[config.mk]
export PLATFORM = sky130hd
export DESIGN_NAME = hub75_rx_flat
export DESIGN_NICKNAME = d
export VERILOG_FILES = /design/src/rtl/hub75_rx_if.sv /design/src/rtl/hub75_rx.sv /design/src/flat_wrapper.sv
export SDC_FILE = /design/constraint.sdc
export NUM_CORES = 2
export LEC_CHECK = 0
export ABC_AREA = 0
export CAP_MARGIN = 15
export CORE_UTILIZATION = 60
export CTS_CLUSTER_DIAMETER = 100
export DETAILED_ROUTE_END_ITERATION = 8
export PLACE_DENSITY = 0.89
export SLEW_MARGIN = 20
export SYNTH_ARGS = -nofsm -noshare
export SYNTH_HDL_FRONTEND = slang
export SYNTH_SLANG_ARGS = --single-unit
[constraint.sdc]
create_clock -name clk_in -period 3.4 [get_ports clk_in]
set_clock_uncertainty 0.2 [all_clocks]
set_input_delay 1.02 -clock clk_in [delete_from_list [all_inputs] [get_ports clk_in]]
set_output_delay 1.02 -clock clk_in [all_outputs]
set_load 0.1 [all_outputs]
[src/rtl/hub75_rx_if.sv]
// ---------------------------------------------------------------------------
// hub75_rx_if : row delivery bus of the HUB75 receiver.
//   master : drives one captured row pair plus its address / length flag and
//            row_valid; samples row_ready.
//   slave  : consumer side.
// Ports (signals):
//   row_data0   NUM_COLS*3  upper row, column c at bits [3c+2:3c]
//   row_data1   NUM_COLS*3  lower row, same packing
//   row_addr    ADDR_BITS   row address sampled at latch
//   row_len_err 1           shift count of this row was not NUM_COLS
//   row_valid   1           row available
//   row_ready   1           consumer accepts
// ---------------------------------------------------------------------------
interface hub75_rx_if #(
  parameter int NUM_COLS  = 64,
  parameter int ADDR_BITS = 5
);
  logic [NUM_COLS*3-1:0] row_data0;
  logic [NUM_COLS*3-1:0] row_data1;
  logic [ADDR_BITS-1:0]  row_addr;
  logic                  row_len_err;
  logic                  row_valid;
  logic                  row_ready;

  modport master (
    output row_data0, row_data1, row_addr, row_len_err, row_valid,
    input  row_ready
  );

  modport slave (
    input  row_data0, row_data1, row_addr, row_len_err, row_valid,
    output row_ready
  );
endinterface

[src/rtl/hub75_rx.sv]
// ---------------------------------------------------------------------------
// hub75_rx : HUB75 sink. Oversamples the panel pins on clk_in, rebuilds each
// shifted row pair into parallel column buffers and hands every latched row
// to a valid/ready consumer through a one-deep output buffer.
//
// Ports:
//   clk_in        system clock (HUB75 shift clock must be <= clk_in/4)
//   rst_in        synchronous, active-high reset
//   hub75_clk     panel shift clock
//   hub75_latch   row latch, active high
//   hub75_OE      output enable, active low
//   hub75_addr    row address
//   hub75_rgb0    upper-half pixel {r,g,b}
//   hub75_rgb1    lower-half pixel {r,g,b}
//   row_if        hub75_rx_if.master, captured row delivery (valid/ready)
//   overrun       sticky: a latched row was dropped, output buffer was full
//   oe_violation  sticky protocol error flag (optional check)
//
// Optional feature macro: HUB75_RX_OE_CHECK_EN
//   defined   : oe_violation flags a latch while the display is lit and a
//               shift clock edge while latch is high
//   undefined : oe_violation is tied low, no check logic
//
// Output FSM states:
//   state   | meaning
//   S_EMPTY | output buffer free, row_valid = 0
//   S_FULL  | output buffer holds a row, row_valid = 1
// ---------------------------------------------------------------------------
module hub75_rx #(
  parameter int NUM_COLS    = 64,
  parameter int ADDR_BITS   = 5,
  parameter int SYNC_STAGES = 2
) (
  input  logic                 clk_in,
  input  logic                 rst_in,
  input  logic                 hub75_clk,
  input  logic                 hub75_latch,
  input  logic                 hub75_OE,
  input  logic [ADDR_BITS-1:0] hub75_addr,
  input  logic [2:0]           hub75_rgb0,
  input  logic [2:0]           hub75_rgb1,
  hub75_rx_if.master           row_if,
  output logic                 overrun,
  output logic                 oe_violation
);

  localparam int DW    = NUM_COLS * 3;
  localparam int PW    = 3 + ADDR_BITS + 6;
  localparam int CW    = $clog2(NUM_COLS + 2);
  localparam int CLK_B = PW - 1;
  localparam int LAT_B = PW - 2;
  localparam int OE_B  = PW - 3;
  localparam logic [CW-1:0] CNT_FULL = CW'(NUM_COLS);
  localparam logic [CW-1:0] CNT_SAT  = CW'(NUM_COLS + 1);

  typedef enum logic {S_EMPTY = 1'b0, S_FULL = 1'b1} state_t;

  // ---------------- input synchronizers + history ----------------
  logic [PW-1:0] w_pins;
  logic [PW-1:0] r_sync [SYNC_STAGES];
  logic [PW-1:0] r_hist;
  logic [PW-1:0] w_synced;

  assign w_pins   = {hub75_clk, hub75_latch, hub75_OE, hub75_addr, hub75_rgb0, hub75_rgb1};
  assign w_synced = r_sync[SYNC_STAGES-1];

  always_ff @(posedge clk_in) begin
    if (rst_in) begin
      for (int i = 0; i < SYNC_STAGES; i++) r_sync[i] <= '0;
      r_hist <= '0;
    end else begin
      r_sync[0] <= w_pins;
      for (int i = 1; i < SYNC_STAGES; i++) r_sync[i] <= r_sync[i-1];
      r_hist <= w_synced;
    end
  end

  // Edge pulses are registered so they line up with r_hist, which then holds
  // the pin values from the same sample that produced the edge.
  logic r_clk_rise;
  logic r_lat_rise;

  always_ff @(posedge clk_in) begin
    if (rst_in) begin
      r_clk_rise <= 1'b0;
      r_lat_rise <= 1'b0;
    end else begin
      r_clk_rise <= w_synced[CLK_B] & ~r_hist[CLK_B];
      r_lat_rise <= w_synced[LAT_B] & ~r_hist[LAT_B];
    end
  end

  // ---------------- shift registers and candidate row ----------------
  logic [DW-1:0]        r_sh0, r_sh1;
  logic [CW-1:0]        r_cnt;
  logic [DW-1:0]        w_sh0_nxt, w_sh1_nxt;
  logic [CW-1:0]        w_cnt_inc;
  logic                 r_cand_vld;
  logic [DW-1:0]        r_cand0, r_cand1;
  logic [ADDR_BITS-1:0] r_cand_addr;
  logic                 r_cand_err;

  // New pixel enters the top column; after NUM_COLS shifts the first pixel
  // has walked down to column 0.
  assign w_sh0_nxt = r_clk_rise ? {r_hist[5:3], r_sh0[DW-1:3]} : r_sh0;
  assign w_sh1_nxt = r_clk_rise ? {r_hist[2:0], r_sh1[DW-1:3]} : r_sh1;
  assign w_cnt_inc = (r_clk_rise && (r_cnt != CNT_SAT)) ? r_cnt + 1'b1 : r_cnt;

  // A shift coinciding with the latch edge lands in the candidate because
  // the candidate is taken from the post-shift values.
  always_ff @(posedge clk_in) begin
    if (rst_in) begin
      r_sh0       <= '0;
      r_sh1       <= '0;
      r_cnt       <= '0;
      r_cand_vld  <= 1'b0;
      r_cand0     <= '0;
      r_cand1     <= '0;
      r_cand_addr <= '0;
      r_cand_err  <= 1'b0;
    end else begin
      r_sh0      <= w_sh0_nxt;
      r_sh1      <= w_sh1_nxt;
      r_cnt      <= r_lat_rise ? '0 : w_cnt_inc;
      r_cand_vld <= r_lat_rise;
      if (r_lat_rise) begin
        r_cand0     <= w_sh0_nxt;
        r_cand1     <= w_sh1_nxt;
        r_cand_addr <= r_hist[OE_B-1 -: ADDR_BITS];
        r_cand_err  <= (w_cnt_inc != CNT_FULL);
      end
    end
  end

  // ---------------- output FSM ----------------
  state_t r_state;
  logic   w_load;

  // The buffer takes a candidate when empty, or when the held row is being
  // accepted in the same cycle.
  assign w_load = r_cand_vld && ((r_state == S_EMPTY) || row_if.row_ready);

  always_ff @(posedge clk_in) begin
    if (rst_in) begin
      r_state            <= S_EMPTY;
      row_if.row_valid   <= 1'b0;
      row_if.row_data0   <= '0;
      row_if.row_data1   <= '0;
      row_if.row_addr    <= '0;
      row_if.row_len_err <= 1'b0;
      overrun            <= 1'b0;
    end else begin
      if (w_load) begin
        row_if.row_data0   <= r_cand0;
        row_if.row_data1   <= r_cand1;
        row_if.row_addr    <= r_cand_addr;
        row_if.row_len_err <= r_cand_err;
      end
      case (r_state)
        S_EMPTY: begin
          if (r_cand_vld) begin
            row_if.row_valid <= 1'b1;
            r_state          <= S_FULL;
          end
        end
        S_FULL: begin
          if (row_if.row_ready) begin
            if (!r_cand_vld) begin
              row_if.row_valid <= 1'b0;
              r_state          <= S_EMPTY;
            end
          end else if (r_cand_vld) begin
            overrun <= 1'b1;
          end
        end
        default: begin
          r_state          <= S_EMPTY;
          row_if.row_valid <= 1'b0;
        end
      endcase
    end
  end

  // ---------------- optional protocol check ----------------
`ifdef HUB75_RX_OE_CHECK_EN
  logic r_oe_viol;

  always_ff @(posedge clk_in) begin
    if (rst_in) begin
      r_oe_viol <= 1'b0;
    end else if ((r_lat_rise && !r_hist[OE_B]) || (r_clk_rise && r_hist[LAT_B])) begin
      r_oe_viol <= 1'b1;
    end
  end

  assign oe_violation = r_oe_viol;
`else
  logic w_unused_oe;

  assign w_unused_oe  = r_hist[OE_B];
  assign oe_violation = 1'b0;
`endif

endmodule

[src/flat_wrapper.sv]
// flat-port wrapper written by rule: the top's interface ports become plain ports
module hub75_rx_flat 
#(
  parameter int NUM_COLS    = 64,
  parameter int ADDR_BITS   = 5,
  parameter int SYNC_STAGES = 2
)
  (clk_in, rst_in, hub75_clk, hub75_latch, hub75_OE, hub75_addr, hub75_rgb0, hub75_rgb1, overrun, oe_violation, row_if_row_data0, row_if_row_data1, row_if_row_addr, row_if_row_len_err, row_if_row_valid, row_if_row_ready);
  hub75_rx_if #(.NUM_COLS(NUM_COLS), .ADDR_BITS(ADDR_BITS)) row_if_i ();
  input  logic clk_in;
  input  logic rst_in;
  input  logic hub75_clk;
  input  logic hub75_latch;
  input  logic hub75_OE;
  input  logic [ADDR_BITS-1:0] hub75_addr;
  input  logic [2:0] hub75_rgb0;
  input  logic [2:0] hub75_rgb1;
  output logic overrun;
  output logic oe_violation;
  output wire logic [$bits(row_if_i.row_data0)-1:0] row_if_row_data0;
  output wire logic [$bits(row_if_i.row_data1)-1:0] row_if_row_data1;
  output wire logic [$bits(row_if_i.row_addr)-1:0] row_if_row_addr;
  output wire logic [$bits(row_if_i.row_len_err)-1:0] row_if_row_len_err;
  output wire logic [$bits(row_if_i.row_valid)-1:0] row_if_row_valid;
  input wire logic [$bits(row_if_i.row_ready)-1:0] row_if_row_ready;
  assign row_if_row_data0 = row_if_i.row_data0;
  assign row_if_row_data1 = row_if_i.row_data1;
  assign row_if_row_addr = row_if_i.row_addr;
  assign row_if_row_len_err = row_if_i.row_len_err;
  assign row_if_row_valid = row_if_i.row_valid;
  assign row_if_i.row_ready = row_if_row_ready;
  hub75_rx #(.NUM_COLS(NUM_COLS), .ADDR_BITS(ADDR_BITS), .SYNC_STAGES(SYNC_STAGES)) u_core (.clk_in(clk_in), .rst_in(rst_in), .hub75_clk(hub75_clk), .hub75_latch(hub75_latch), .hub75_OE(hub75_OE), .hub75_addr(hub75_addr), .hub75_rgb0(hub75_rgb0), .hub75_rgb1(hub75_rgb1), .row_if(row_if_i), .overrun(overrun), .oe_violation(oe_violation));
endmodule
== Yosys cells after proc, flatten, opt, wreduce, memory -nomap -nowiden ==
Memory sizes are Yosys's and may differ from the RTL's.
Cells that the tools add are included.
Word-level totals
  register bits: 1191
  memory bits (writable): 28
  input port bits: 17
  output and inout bits: 393
  logic and storage cells: 54
  memories: 1
Memory list
  u_core.r_sync: words 2, bits a word 14, rd ports 2, clocked after memory_dff 0, wr ports 2, RTL line hub75_rx.sv:60  | logic [PW-1:0] r_sync [SYNC_STAGES];
Operators by class
  add/subtract/negate cells: 1
  eq/ne operators: 5
  muxes and demuxes: 15
  bitwise gates (word level): 8
  reductions and logical operators: 6
Operators with widths (number)
  $mux 192: 2
  $mux 14: 2
  $ne 7x7->1 const B: 2
  $mux 1: 8
  $add 7x1->7 const B: 1
  $mux 7: 1
  $reduce_and 3->1: 2
  $ne 2x2->1 const B: 2
  $not 1->1: 4
  $pmux 1 s2: 2
  $and 1x1->1: 2
  $logic_and 1x1->1: 2
  $ne 2x1->1 const B: 1
  $or 1x1->1: 2
  $reduce_or 2->1: 1
  $logic_or 1x1->1: 1

== Logic depth before layout (Yosys ltp) ==
  depth after elaboration: 4
  depth in mapped cells: 7
  gate-level depth less buffers: 6

== Worst setup path after synthesis ==
OpenSTA, ideal clock, no wires.
  kind: input port to flip-flop
  start: input row_if_row_ready
  end: register u_core.row_if.row_addr[0]
  arrival: 2.081 ns
  data required time: 3.130 ns
  path slack: 1.048 ns
  stages on the path: 7
  path buffers: 3
  cell sequence: nor2b_1 > nand2b_1 > buf_2 > buf_2 > buf_2 > nand2_1 > a21oi_1
Between the ends
  word-level cells in the longest chain between the ends: 2
RTL lines
  start, declared: RTL line flat_wrapper.sv:25  | input wire logic [$bits(row_if_i.row_ready)-1:0] row_if_row_ready;
  $logic_or 1x1->1: RTL line hub75_rx.sv:141  | assign w_load = r_cand_vld && ((r_state == S_EMPTY) || row_if.row_ready);
  $logic_and 1x1->1: RTL line hub75_rx.sv:141
  end signal, assigned: RTL line hub75_rx.sv:156  | row_if.row_addr <= r_cand_addr;
  end, declared: RTL line hub75_rx_if.sv:26  | output row_data0, row_data1, row_addr, row_len_err, row_valid,
Every way passes these cells.
A chain may end at the register's enable or synchronous reset.

== Worst setup path after layout ==
  start: register u_core.row_if.row_data0[169]
  end: output row_if_row_data0[169]
RTL lines
  start, declared: RTL line hub75_rx_if.sv:26
  start signal, assigned: RTL line hub75_rx.sv:154  | row_if.row_data0 <= r_cand0;
  end, declared: RTL line flat_wrapper.sv:20  | output wire logic [$bits(row_if_i.row_data0)-1:0] row_if_row_data0;
No word-level cell between the ends.

==> results.sh <==
export IMPL_clkTransAtPathRegs_ps=60
export IMPL_io_buffers=407
export IMPL_end_kind="output port"
export IMPL_row_count=95
export IMPL_antenna_found_initial=2
export IMPL_root_buffer="clkbuf_16"
export IMPL_place_hpwl_mm=58.59
export IMPL_ys_seq_area_frac=0.5944
export IMPL_drv_slew=0
export IMPL_grt_max_degree=157
export IMPL_hold_buffers=0
export IMPL_hp_class="reg -> reg"
export IMPL_num_io_pins=410
export IMPL_final_period_utilization=0.7768
export IMPL_avgSynthCellArea_um2=9.340
export IMPL_crit_chain="buf_4"
export IMPL_cp_num_cells=1
export IMPL_synth_nets=4404
export IMPL_max_cap_violations=0
export IMPL_p_per_area_nw_per_um2=580.2
export IMPL_path_max_fanout=2
export IMPL_status="completed"
export IMPL_finalWorstSetupSlack_ps=758.9
export IMPL_insertion_delay_ps=660
export IMPL_synth_cells=4385
export IMPL_crit_family="flip-flops"
export IMPL_path_buf_inv=1
export IMPL_cts_setup_buffers=0
export IMPL_antenna_left=0
export IMPL_ys_ff_latch=1216
export IMPL_synth_top_area_cell="dfxtp_1"
export IMPL_hold_viol=0
export IMPL_setup_viol=0
export IMPL_grt_pass1_wl_mm=154.9
export IMPL_cp_data_required_time_ps=2180
export IMPL_max_stage_delay_ps=420
export IMPL_cts_max_path_buffers=3
export IMPL_die_h_um=263.3
export IMPL_drt_total_wl_mm=96.29
export IMPL_final_nets=4661
export IMPL_drtIter0Drc=2340
export IMPL_synthTopCellsByArea="dfxtp_1, mux2i_1, nand2_1"
export IMPL_h_tree_depth=3
export IMPL_fp_coreArea_um2=67400
export IMPL_via_count=31504
export IMPL_gp_congestion=0.8023
export IMPL_mostFrequentLayoutCell="dfxtp_1"
export IMPL_mostFrequentLayoutCells="dfxtp_1, nand2_1, nor2_1"
export IMPL_worstPathArrival_ps=1420
export IMPL_wl_per_cell_um=17.17
export IMPL_slowest_stage="dfxtp_1"
export IMPL_synth_top_cell_area_share=0.5944
export IMPL_ys_warn_count=0
export IMPL_worstSetupPathType="reg -> out"
export IMPL_die_w_um=263.3
export IMPL_die_area_um2=69310
export IMPL_initial_utilization=0.6077
export IMPL_relSlewSlack=0.5403
export IMPL_layout_drive_gt1_share=0.1407
export IMPL_synth_cell_type_count=32
export IMPL_dp_slack_ps=272.7
export IMPL_numCtsBuffers=114
export IMPL_setup_tns_final_ps=0
export IMPL_grt_overflow=0
export IMPL_fin_crit_ps=2641
export IMPL_hold_slack_ps=172.6
export IMPL_holdPathStages=1
export IMPL_cts_tree="yes"
export IMPL_leakagePower_nw=17.25
export IMPL_grtUsageTotal=0.2690
export IMPL_cts_sinks=1216
export IMPL_cts_resized_gates=0
export IMPL_syn_area_um2=40950
export IMPL_ir_drop_v=0.0004225
export IMPL_fmax_mhz=378.6
export IMPL_tightestPinTransition_ps=689.6
export IMPL_firstDrtPassIters=8
export IMPL_route_detailed_drc=0
export IMPL_r2r_slack_ps=1150
export IMPL_ff2ff_path_depth=4
export IMPL_syn2layout_area_growth_pct=19.01
export IMPL_vias_per_cell=5.618
export IMPL_rsz0062_at_grt="false"
export IMPL_cp_start_kind="flop"
export IMPL_first_global_vias=30339
## synthesized netlist by cell type
cell and instances:
a21oi_1 392, or2_2 2, buf_1 20, nor2_1 785
mux2_2 1, o2bb2ai_1 1, xnor2_1 3, o211a_1 1
o21ai_0 2, nand3_1 1, a32oi_1 1, mux2i_1 390
or4_1 1, or3_1 1, dfxtp_1 1216, inv_1 3
a211oi_1 384, clkbuf_1 248, buf_2 83, nand2_1 787
nor3_1 1, a311oi_1 1, nand2b_1 3, or4b_4 1
xor2_1 3, nand4_1 3, ha_1 2, buf_4 1
o211ai_1 1, nor2b_1 45, conb_1 1, o22ai_1 1
## through the flow
| step | instances | total power [mW] | utilization | area (um2) |
|---|---|---|---|---|
| floorplan | 4385 | 15.50 | - | 40950 |
| global placement | 5399 | 15.71 | 0.6662 | 44900 |
| detailed placement | 5399 | 15.74 | 0.6662 | 44900 |
| CTS | 5607 | 28.41 | 0.7231 | 48740 |
| global route | 5607 | 29.10 | 0.7231 | 48740 |
| finish | 5608 | 28.28 | 0.7232 | 48740 |
## area by class of cell
cell class,count,area [um2]
diodes,1,2.502
clock buffers,173,3397
clock inverters,35,441.7
fillers,4403,18660
inverters,3,11.26
multi-input cells,2814,15190
flip-flops and latches,1216,24350
well taps,873,1092
repair buffers,493,4257
## routing by layer
| metal | track usage | vias up | share of wire |
|---|---|---|---|
| met5 | 0 | - | 0.00014 |
| met4 | 0.1102 | 2 | 0.037 |
| met3 | 0.04387 | 240 | 0.051 |
| met2 | 0.4518 | 970 | 0.49 |
| met1 | 0.3449 | 15110 | 0.42 |
| li1 | - | 15182 | - |
## power breakdown
part           leakage, nW  internal [mW]  switching, mW
clock network         1.89           7.50           5.33
registers             9.83           14.4          0.118
logic                 5.54          0.287          0.608
total                 17.3           22.2           6.06
## kinds of logic after synthesis
logic type	share of synthesized area
compound gates	0.1198
xor+xnor	0.001283
fa+ha+maj	0.0006109
buf+inv	0.03516
flops	0.5944
mux	0.09559
other cells	0.00009157
simple gates	0.1531
## sequential cells by signal (all words and copies together) (netlist names), 5 cells and up
| signal | flops |
|---|---|
| u_core.r_sh1 | 192 |
| u_core.r_sh0 | 192 |
| u_core.r_sync | 26 |
| u_core.r_cnt | 7 |
| u_core.row_if.row_data1 | 192 |
| u_core.r_cand0 | 192 |
| u_core.r_cand1 | 192 |
| u_core.row_if.row_addr | 5 |
| u_core.row_if.row_data0 | 192 |
| u_core.r_hist | 13 |
| u_core.r_cand_addr | 5 |
## path summary, 6_finish.rpt
kind                                              startpoint                     to
worst max register to register             u_core.r_clk_rise    u_core.r_cand0[108]
worst max-delay path            u_core.row_if.row_data0[169]  row_if_row_data0[169]
worst min-delay path                       u_core.r_hist[13]      u_core.r_clk_rise
worst min register to register             u_core.r_hist[13]      u_core.r_clk_rise
Power figures use the tool's default switching activity.
